## src/rtl/imm_gen_pipe.sv

```systemverilog
// Pipelined RV32 immediate generator: decodes I/S/B/U/J immediates and sign-extends
// them to XLEN. The output register is backed by a one-entry skid buffer, so in_ready is a flop.
module imm_gen_pipe #(
  parameter int XLEN        = 32,
  parameter int TAG_W       = 8,
  parameter bit AUTO_DECODE = 1'b0
) (
  input  logic             clk,
  input  logic             rst_n,
  input  logic             in_valid,
  output logic             in_ready,
  input  logic [31:0]      in_instr,
  input  logic [2:0]       in_imm_src,
  input  logic [TAG_W-1:0] in_tag,
  output logic             out_valid,
  input  logic             out_ready,
  output logic [XLEN-1:0]  out_imm,
  output logic [31:0]      out_instr,
  output logic [2:0]       out_fmt,
  output logic             out_illegal,
  output logic [TAG_W-1:0] out_tag
);

  localparam logic [2:0] FMT_I   = 3'd0;
  localparam logic [2:0] FMT_S   = 3'd1;
  localparam logic [2:0] FMT_B   = 3'd2;
  localparam logic [2:0] FMT_U   = 3'd3;
  localparam logic [2:0] FMT_J   = 3'd4;
  localparam logic [2:0] FMT_BAD = 3'd7;

  typedef struct packed {
    logic [XLEN-1:0]  imm;
    logic [31:0]      instr;
    logic [2:0]       fmt;
    logic             illegal;
    logic [TAG_W-1:0] tag;
  } entry_t;

  logic        s;
  logic [2:0]  dec_fmt;
  logic        dec_illegal;
  logic        dec_zero;
  logic [31:0] imm32;
  entry_t      dec;
  entry_t      out_q;
  entry_t      skid_q;
  logic        out_v;
  logic        skid_v;
  logic        accept;
  logic        drain;

  assign s = in_instr[31];

  // Format resolution; R-type resolves to I with a zero immediate, unknown opcodes to 111.
  always_comb begin
    dec_fmt  = in_imm_src;
    dec_zero = 1'b0;
    if (AUTO_DECODE) begin
      case (in_instr[6:0])
        7'b0000011, 7'b0010011,
        7'b1100111, 7'b1110011: dec_fmt = FMT_I;
        7'b0100011:             dec_fmt = FMT_S;
        7'b1100011:             dec_fmt = FMT_B;
        7'b0110111, 7'b0010111: dec_fmt = FMT_U;
        7'b1101111:             dec_fmt = FMT_J;
        7'b0110011: begin
          dec_fmt  = FMT_I;
          dec_zero = 1'b1;
        end
        default:                dec_fmt = FMT_BAD;
      endcase
    end
    dec_illegal = (dec_fmt > FMT_J);
  end

  // Every format's 32-bit value already carries instr[31] in bit 31,
  // so widening to XLEN is a plain signed extension.
  always_comb begin
    imm32 = '0;
    case (dec_fmt)
      FMT_I:   imm32 = {{20{s}}, in_instr[31:20]};
      FMT_S:   imm32 = {{20{s}}, in_instr[31:25], in_instr[11:7]};
      FMT_B:   imm32 = {{20{s}}, in_instr[7], in_instr[30:25], in_instr[11:8], 1'b0};
      FMT_U:   imm32 = {in_instr[31:12], 12'b0};
      FMT_J:   imm32 = {{12{s}}, in_instr[19:12], in_instr[20], in_instr[30:21], 1'b0};
      default: imm32 = '0;
    endcase
    if (dec_zero) imm32 = '0;
  end

  always_comb begin
    dec.imm     = XLEN'($signed(imm32));
    dec.instr   = in_instr;
    dec.fmt     = dec_fmt;
    dec.illegal = dec_illegal;
    dec.tag     = in_tag;
  end

  // Handshake: a word moves on an edge where valid and ready are both high;
  // the producer holds valid and data stable until that edge.
  assign in_ready = ~skid_v;
  assign accept   = in_valid & in_ready;
  assign drain    = out_v & out_ready;

  always_ff @(posedge clk or negedge rst_n) begin
    if (!rst_n) begin
      out_v  <= 1'b0;
      skid_v <= 1'b0;
      out_q  <= '0;
      skid_q <= '0;
    end else if (!out_v || out_ready) begin
      if (skid_v) begin
        out_q  <= skid_q;
        out_v  <= 1'b1;
        skid_v <= 1'b0;
      end else if (accept) begin
        out_q <= dec;
        out_v <= 1'b1;
      end else begin
        out_v <= 1'b0;
      end
    end else if (accept) begin
      skid_q <= dec;
      skid_v <= 1'b1;
    end
  end

  assign out_valid   = out_v;
  assign out_imm     = out_q.imm;
  assign out_instr   = out_q.instr;
  assign out_fmt     = out_q.fmt;
  assign out_illegal = out_q.illegal;
  assign out_tag     = out_q.tag;

endmodule

```

## config.mk

```make
export PLATFORM = sky130hd
export DESIGN_NAME = imm_gen_pipe
export DESIGN_NICKNAME = d
export VERILOG_FILES = /design/src/rtl/imm_gen_pipe.sv
export SDC_FILE = /design/constraint.sdc
export NUM_CORES = 1
export LEC_CHECK = 0
export ABC_AREA = 1
export CORE_ASPECT_RATIO = 0.9
export CORE_MARGIN = 4
export CORE_UTILIZATION = 25
export CTS_BUF_LIST = sky130_fd_sc_hd__clkbuf_16
export CTS_CLUSTER_SIZE = 25
export DETAILED_ROUTE_END_ITERATION = 8
export GPL_ROUTABILITY_DRIVEN = 0
export PLACE_DENSITY = 0.46
export SLEW_MARGIN = 20
export SYNTH_ARGS = -nofsm -noshare
export SYNTH_HDL_FRONTEND = slang
export SYNTH_SLANG_ARGS = --single-unit
```

## constraint.sdc

```tcl
create_clock -name clk -period 1.8 [get_ports clk]
set_input_delay 0.54 -clock clk [delete_from_list [all_inputs] [get_ports clk]]
set_output_delay 0.54 -clock clk [all_outputs]
set_load 0.005 [all_outputs]
```

==> summary.md <==
| Metric | Value |
|---|---|
| Post-DRT Antenna Nets | 0 |
| Clk Latency, worst-skew pair | around 420 ps |
| Overflow after GRT | 0 |
| Die X-Extent | between 150 and 200 um |
| Ys flop type | dfrtp_1 |
| Syn_nets | between 900 and 1,000 |
| Yosys top cell area share | 0.559 |
| Seq/Total Area, Yosys | 0.559 |
| Port Buffers | 124 |
| Clk pin slew, worst setup/hold paths | ~60 ps |
| Slew margin rel. | 0.625 |
| Final net count | between 1,000 and 1,500 |
| Clock Sinks | around 150 |
| Mapped cell area | between 6000 and 7000 sq um |
| Pre-antenna DRT Iters | 5 |
| CTS Buffer Depth | 2 |
| Critical Path Sink | in_ready |
| Crit path launch type | register |
| Reg2Reg Depth | 8 |
| # diodes | 0 |
| DRC viols | 0 |
| Top post-synthesis cells by area | dfrtp_1 56%, nand2_1 21%, nor2_1 5.0%, a31oi_1 4.3%, nand3_1 2.1% |
| Max Cap Viol | 0 |
| Worst EP arrival | about 1200 ps |
| Pwr Density | around 1100 nW/um^2 |
| Area leader, netlist | dfrtp_1 |
| Largest net degree at the start of global routing | 65 |
| Synth top cells by count | 390 x nand2_1, 154 x dfrtp_1, 92 x nor2_1, 47 x a31oi_1, 29 x nand3_1 |
| Crit Path Category | register to output port |
| R2R Path End | skid_q[70]$_DFFE_PN0P_ |
| Final Max Tran Viols | 0 |
| Final core occ | 0.347 |
| Placed cells | 1,326 |
| Initial antenna violation count | 1 |
| Root buf cell | clkbuf_16 |
| Final Hold Viols | 0 |
| WL final | 21.2 mm |
| Period utilization | 0.966 |
| Count of different cell masters after synthesis | 20 |
| Worst IR drop on VDD | roughly 0.00063 V |
| Total number of vias | roughly 6,000 |
| Endpoints failing setup | 0 |
| CP startpoint | skid_v$_DFFE_PN0P_ |
| Setup TNS | 0 ps |
| Rows | 57 |
| Die Y | between 150 and 200 um |
| Multi-input gate area | ~2700 sq um |
| Ys async rst share | 1.00 |
| HPWL after DPL | roughly 14 mm |
| First-pass GRT wire length | ~34 mm |
| Max Clk Rate | around 0.57 GHz |
| Synth Register Bits | 154 |
| Tot GR Track Use | 0.144 |
| WL per Instance | about 16 um |
| Slew @ Worst Pin | roughly 560 ps |
| Total core area | roughly 27,000 sq um |
| # hold bufs at CTS | 0 |
| Layout area overhead | 36.4% |
| Final Non-Filler Cells | 1,368 |
| YS warnings | 0 |
| Starting Density | 0.254 |
| Critical path peak fanout | 2 |
| Layout cells sized above 1 | 0.0917 |
| Worst Setup End Kind | output port |
| H-tree depth | 4 |
| Full die area | ~30,000 sq um |
| Worst clock skew | a little over 7 ps |
| Tmin final | around 1700 ps |
| Avg Inst Size Synth | 8.01 sq um |
| Leak | between 4 and 5 nW |
| Cts bufs inserted | 17 |
| Outcome | complete, no violations |
| Initial DRC count | 323 |
| R2R Setup Slk | ~160 ps |
| Reg area | a little under 4000 sq um |
| I/O pin cnt | about 130 |
| Count leader, synth | nand2_1 |
| Worst min path class | primary input to asynchronous set/reset pin |
| Via/cell ratio | about 4.4 |
| CTS tree | built |
| RSZ-0062 raised after global routing | no |
| Worst Path Required | roughly 1300 ps |
| Vias in the first global route | about 6,000 |
| Reg-to-Reg Start | skid_v$_DFFE_PN0P_ |
| # fillers | about 2,900 |
| Cells after Synth | between 800 and 900 |
| EDFF count, synth | 0 |
-- report_power, final --
part           internal (mW)  switching, mW  total, mW  leakage [nW]
clock                   2.30           1.45       3.75         0.292
sequential              4.15          0.369       4.51          1.87
combinational           1.02           1.14       2.16          2.49
total                   7.47           2.96       10.4          4.66
-- state kept, by name, indices dropped and copies added, names as in the netlist --
| register | flops |
|---|---|
| out_instr | 32 |
| out_fmt | 3 |
| skid_v | 1 |
| out_valid | 1 |
| skid_q | 76 |
| out_illegal | 1 |
| out_tag | 8 |
| out_imm | 32 |
-- worst min-delay path by stage --
stage                      startpoint                  endpoint  slack [ps]  depth (start not counted)
3_5_place_dp   skid_q[38]$_DFFE_PN0P_    skid_q[38]$_DFFE_PN0P_         460                          2
2_1_floorplan                   rst_n    out_fmt[0]$_DFFE_PN0P_         240                          0
5_1_grt                         rst_n    skid_q[30]$_DFFE_PN0P_          50                          1
6_report                        rst_n    skid_q[30]$_DFFE_PN0P_          40                          1
4_1_cts                         rst_n  out_instr[1]$_DFFE_PN0P_          40                          1
3_3_place_gp   skid_q[21]$_DFFE_PN0P_    skid_q[21]$_DFFE_PN0P_         450                          2
-- metrics by stage --
| step | area (sq um) | total power, mW | setup WS, ps | hold slack (ps) |
|---|---|---|---|---|
| 2_1_floorplan | 6900 | 5.56 | 395 | 244 |
| 3_5_place_dp | 8820 | 6.98 | -513 | 459 |
| 6_report | 9410 | 10.4 | 60.6 | 40.8 |
| 5_1_grt | 9410 | 11.1 | 9.74 | 45.6 |
| 4_1_cts | 9410 | 10.6 | 42.2 | 36.0 |
| 3_3_place_gp | 8820 | 6.97 | -518 | 453 |
-- critical path: stages, from the launching register on --
cell and delay [ps]:
dfrtp_2 400, inv_2 70, dlygate4sd2_1 310
-- layer usage --
metal,global-route usage,share of wire,vias up
met5,0,0.00052,-
met4,0.0295,0.0086,2
met3,0.0366,0.045,16
met2,0.223,0.45,113
met1,0.206,0.49,2844
li1,-,-,3030
-- cell usage in the layout, fill, tap and decap left out, drive strengths merged --
master,n
nand2,392
dfrtp,154
nor2,94
dlygate4sd2,78
buf,56
a31oi,47
clkdlybuf4s50,45
nand3,29
a21oi,27
o21ai,25
inv,20
nand4,17
clkbuf,17
clkinv,6
bufinv,4
clkinvlp,3
-- cell type report --
type,instances,share of cell area
sequential,154,0.410
clock inverter,15,0.0194
inverter,18,0.00732
multi-input combinational,631,0.284
timing repair buffer,179,0.187
clock buffer,17,0.0452
tap,354,0.0471
-- kinds of logic (layout without fill, tap and decap cells) --
kind of cell           Yosys count  count (layout)  share of synthesized area
AND/OR/NAND/NOR                532             532                      0.305
buffers and inverters           76             229                     0.0550
flip-flops                     154             154                      0.559
AO/OA/AOI/OAI                   99              99                     0.0809
-- timing repair --
| action | 4_1_cts | 5_1_grt |
|---|---|---|
| endpoints found under the setup margin | 100 | 0 |
| setup buffers | 10 | 0 |
| resized for setup | 79 | 0 |
No activity file was read; power rests on OpenSTA's default activity.
